File: src/rtl/fetch.sv
// Instruction-fetch stage: owns the fetch PC, drives a 1-cycle-latency
// instruction BRAM and hands an aligned (pc, inst, valid) triple to decode.
//
//   state | meaning
//   ------+--------------------------------------------------------------
//   RUN   | fetching; advances, holds or redirects every cycle
//   HALT  | stop instruction retired; BRAM idle, all registers frozen
//
// The PC register (pc_q) always names the word sitting on imem_rdata, so
// inst is a plain passthrough of the BRAM output. Holding works by dropping
// imem_en, which keeps the BRAM output (and therefore inst) stable.
//
// A wait_load that requests extra cycles holds the instruction in the load
// cycle itself; the counter then covers the remaining wait_time-2 cycles
// (wcnt counts down from wait_time-1 and holds while it is above 1).
module fetch #(
  parameter logic [31:0] RESET_PC = 32'h0,
  parameter int unsigned IMEM_AW  = 14
) (
  input  logic               clk,
  input  logic               rst,
  output logic [IMEM_AW-1:0] imem_addr,
  output logic               imem_en,
  input  logic [31:0]        imem_rdata,
  input  logic               stall,
  input  logic               wait_load,
  input  logic [4:0]         wait_time,
  input  logic               redirect,
  input  logic [31:0]        redirect_pc,
  input  logic               stop,
  output logic [31:0]        pc,
  output logic [31:0]        inst,
  output logic               valid,
  output logic               halted
);

  typedef enum logic {
    S_RUN  = 1'b0,
    S_HALT = 1'b1
  } state_t;

  state_t      state_q, state_d;
  logic [31:0] fpc_q, fpc_d;
  logic [31:0] pc_q, pc_d;
  logic        valid_q, valid_d;
  logic [4:0]  wcnt_q, wcnt_d;

  logic        run;
  logic        wait_req;
  logic        hold;
  logic        stop_take;
  logic        redir_take;
  logic [31:0] redir_al;
  logic [31:0] fetch_addr;

  // Address bits beyond the BRAM depth alias silently; low bits are word offset.
  logic        unused_addr_bits;
  assign unused_addr_bits = ^{fetch_addr[31:IMEM_AW+2], fetch_addr[1:0],
                              redirect_pc[1:0]};

  assign inst   = imem_rdata;
  assign pc     = pc_q;
  assign valid  = valid_q;
  assign halted = (state_q == S_HALT);

  // Per-cycle decisions: stop beats redirect, redirect beats hold.
  always_comb begin
    run        = (state_q == S_RUN);
    wait_req   = wait_load & (wait_time > 5'd1);
    hold       = stall | (wcnt_q > 5'd1) | wait_req;
    stop_take  = run & stop & valid_q;
    redir_take = run & redirect & ~stop_take;
    redir_al   = {redirect_pc[31:2], 2'b00};
    fetch_addr = redir_take ? redir_al : fpc_q;
    imem_en    = run & (~hold | redir_take);
    imem_addr  = fetch_addr[IMEM_AW+1:2];
  end

  // Next-state logic for the RUN/HALT machine and the fetch registers.
  always_comb begin
    state_d = state_q;
    fpc_d   = fpc_q;
    pc_d    = pc_q;
    valid_d = valid_q;
    wcnt_d  = wcnt_q;
    unique case (state_q)
      S_RUN: begin
        if (stop_take) begin
          state_d = S_HALT;
          valid_d = 1'b0;
        end else if (redir_take) begin
          fpc_d   = redir_al + 32'd4;
          pc_d    = redir_al;
          valid_d = 1'b1;
          wcnt_d  = 5'd0;
        end else begin
          if (!hold) begin
            fpc_d   = fpc_q + 32'd4;
            pc_d    = fpc_q;
            valid_d = 1'b1;
          end
          if (wait_req) begin
            wcnt_d = wait_time - 5'd1;
          end else if (wcnt_q != 5'd0) begin
            wcnt_d = wcnt_q - 5'd1;
          end
        end
      end
      S_HALT: begin
        // frozen until reset
      end
      default: begin
        state_d = S_HALT;
      end
    endcase
  end

  // State register with synchronous reset; reset aborts any hold or halt.
  always_ff @(posedge clk) begin
    if (rst) begin
      state_q <= S_RUN;
      fpc_q   <= RESET_PC;
      pc_q    <= 32'd0;
      valid_q <= 1'b0;
      wcnt_q  <= 5'd0;
    end else begin
      state_q <= state_d;
      fpc_q   <= fpc_d;
      pc_q    <= pc_d;
      valid_q <= valid_d;
      wcnt_q  <= wcnt_d;
    end
  end

endmodule

File: config.mk
export PLATFORM = sky130hd
export DESIGN_NAME = fetch
export DESIGN_NICKNAME = d
export VERILOG_FILES = /design/src/rtl/fetch.sv
export SDC_FILE = /design/constraint.sdc
export NUM_CORES = 1
export LEC_CHECK = 0
export BUFFER_PORTS_ARGS = -buffer_cell sky130_fd_sc_hd__buf_2
export CORE_MARGIN = 10
export CORE_UTILIZATION = 41
export DETAILED_ROUTE_END_ITERATION = 12
export PLACE_DENSITY = 0.71
export SLEW_MARGIN = 15
export SYNTH_ARGS = -nofsm -noshare
export SYNTH_HDL_FRONTEND = slang
export SYNTH_SLANG_ARGS = --single-unit
File: constraint.sdc
create_clock -name clk -period 3.6 [get_ports clk]
set_clock_uncertainty 0.15 [all_clocks]
set_input_delay 0.72 -clock clk [delete_from_list [all_inputs] [get_ports clk]]
set_output_delay 0.72 -clock clk [all_outputs]
set_load 0.05 [all_outputs]
==> impl_metrics.yaml <==
die:
  die_x_um: 121.8
  coreArea_um2: 10230
  initial_core_util: 0.4152
  placementRows: 37
  io_pins: 156
  dieArea_um2: 14830
  die_h_um: 121.8
pwr:
  combPwrFrac: 0.373
  seqPwrFrac: 0.358
  clkPwrFrac: 0.269
  p_per_area_nw_per_um2: 523.5
  leakagePower_nw: 2.014
  ir_worst_vdd_mv: 0.2357
  switching_share: 0.4066
  p_sw_w: 0.001036
  p_int_w: 0.001512
critical_path:
  r2r_slack_ns: 0.62
  crit_arrival_ns: 2.41
  startpoint_type: "primary input"
  worst-setup-path-type: "in2out"
  worstSetupEndpointType: "output port"
  critPathMaxFanout: 38
  required_ns: 2.73
finish:
  design_area_um2: 4867
  layout_common_cells: "87 x buf_2, 67 x dfxtp_1, 66 x nor2_1"
  drive_above_1_share: 0.2492
  nFillCells: 1013
  final_nets: 686
  final_common_cell: "buf_2"
  area_delta_synth_final_pct: 14.58
  utilization: 0.4757
synthesis:
  synth-edff-count: 0
  synth_area_um2: 4248
  ys_seq_area_frac: 0.3158
  syn_avg_cell_area_um2: 7.752
  synth_seq_cells: 67
  async_flop_share: 0
  yosys_warnings: 0
  synthFlopType: "dfxtp_1"
  ys_types: 69
  synthCells: 548
global_route:
  track_usage: 0.1711
  antenna_found_initial: 1
  grt_start_max_net_pins: 39
  grt.overflow.total: 0
  grt_pass1_vias: 4208
  grt_pass1_wl_um: 20790
clock_network:
  path_clk_slew_ns: 0.07
  clockRootBuffer: "clkbuf_8"
  cts_setup_buffers: 0
  cts.path.max_buffers: 2
  cts_buffers: 9
  clk_latency_ns: 0.36
  cts_resized: 0
  cts_tree: "yes"
  cts_hold_buf: 0
  clock_sinks: 67
  cts-htree-levels: 3
place:
  placed_cell_area_um2: 4652
  gp_congestion: 0.8848
  port_buffers: 87
  dp_hpwl_um: 9692
sta:
  setup_viol: 0
  final_min_period_over_clock_period: 0.9105
  worst_pin_slew_ns: 0.8323
  period_needed_ns: 3.278
  max_slew_margin: 0.4425
  slew_violations: 0
  tns_ns: 0
  finalHoldViolations: 0
  rsz0062_at_grt: "no"
  fmax_mhz: 305.1
drt:
  drt_iter0_markers: 400
  drt.antenna.violating_nets: 0
  drt_first_pass_iters: 5
  wire_per_inst_um: 17.68
  dr_total_vias: 4363
  wl_um: 13210
  drc: 0
  vias_per_cell: 5.841
min_path:
  hold_path.class: "reg2reg"
run:
  cap_violations: 0
outcome:
  status: "completed"
cells in the mapped netlist (6+ instances only):
cell	count	area, µm²
clkbuf_1	11	41.29
nand4_1	16	100.1
a21oi_1	31	155.2
o21ai_0	16	80.08
inv_1	15	56.30
nor3_1	25	125.1
nand3_1	33	165.2
nor4_1	6	37.54
mux2_2	12	135.1
mux2i_1	13	130.1
buf_4	37	277.8
xnor2_1	7	61.31
nor2_1	66	247.7
and3_1	11	68.82
buf_2	14	70.07
a211oi_1	16	120.1
nand2_1	56	210.2
dfxtp_1	67	1341
a31oi_1	12	75.07
final timing paths:
path / start / endpoint / depth (start not counted)
worst max-delay path: stop / imem_addr[4] / 6
worst min-delay path: fpc_q[27] / fpc_q[27] / 2
worst max register to register: valid / fpc_q[30] / 10
worst min register to register: fpc_q[27] / fpc_q[27] / 2
flip-flops by register name, indices dropped and copies added, names as in the netlist:
name / count
fpc_q: 30
pc: 30
wcnt_q: 5
halted: 1
valid: 1
per-stage QoR:
step,hold slack [ns],power [W],cells,worst slack (ns)
2_1_floorplan,0.2927,0.001709,549,0.09148
3_3_place_gp,0.3042,0.001853,731,0.3220
3_5_place_dp,0.3165,0.001878,731,0.2896
4_1_cts,0.3269,0.002558,746,0.3181
5_1_grt,0.3437,0.002680,746,0.2242
6_report,0.3253,0.002548,747,0.3224
area by class of cell:
class                   count  area [µm²]  share of cell area
inverters                  17       63.81             0.01311
repair buffers            109       613.1              0.1260
flip-flops and latches     67        1341              0.2756
well taps                 136       170.2             0.03496
diodes                      1       2.502           0.0005141
multi-input cells         402        2464              0.5062
clock inverters             1       30.03            0.006170
clock buffers              14       182.7             0.03753
layer usage:
layer	routed length, µm	vias to the layer above	GRT usage
li1	-	2066	-
met1	5549	2079	0.2082
met2	6116	195	0.2732
met3	1390	23	0.07123
met4	150	0	0.04396
met5	0	-	0
worst max-delay path: stages:
cell and delay (ns):
buf_2 0.13, a21o_1 0.29, nor2_4 0.14, buf_4 0.45, mux2_2 0.44, buf_2 0.22
power groups by stage:
stage                     sequential, W  combinational (W)  clock, W
after floorplan                 0.00110           0.000606         0
after CTS                      0.000912           0.000951  0.000695
final                          0.000913           0.000951  0.000684
after detailed placement       0.000929           0.000949         0
after global routing           0.000926            0.00103  0.000727
after global placement         0.000924           0.000929         0
kinds of logic after synthesis:
logic type,Yosys count,share of synthesized area
other,1,0.0008828
AND/OR/NAND/NOR,233,0.2613
XOR/XNOR,11,0.02268
AO/OA/AOI/OAI,124,0.2088
adder cells (fa/ha/maj),5,0.01473
multiplexers,27,0.06833
flip-flops,67,0.3158
buffers and inverters,80,0.1075
Power figures use the tool's default switching activity.
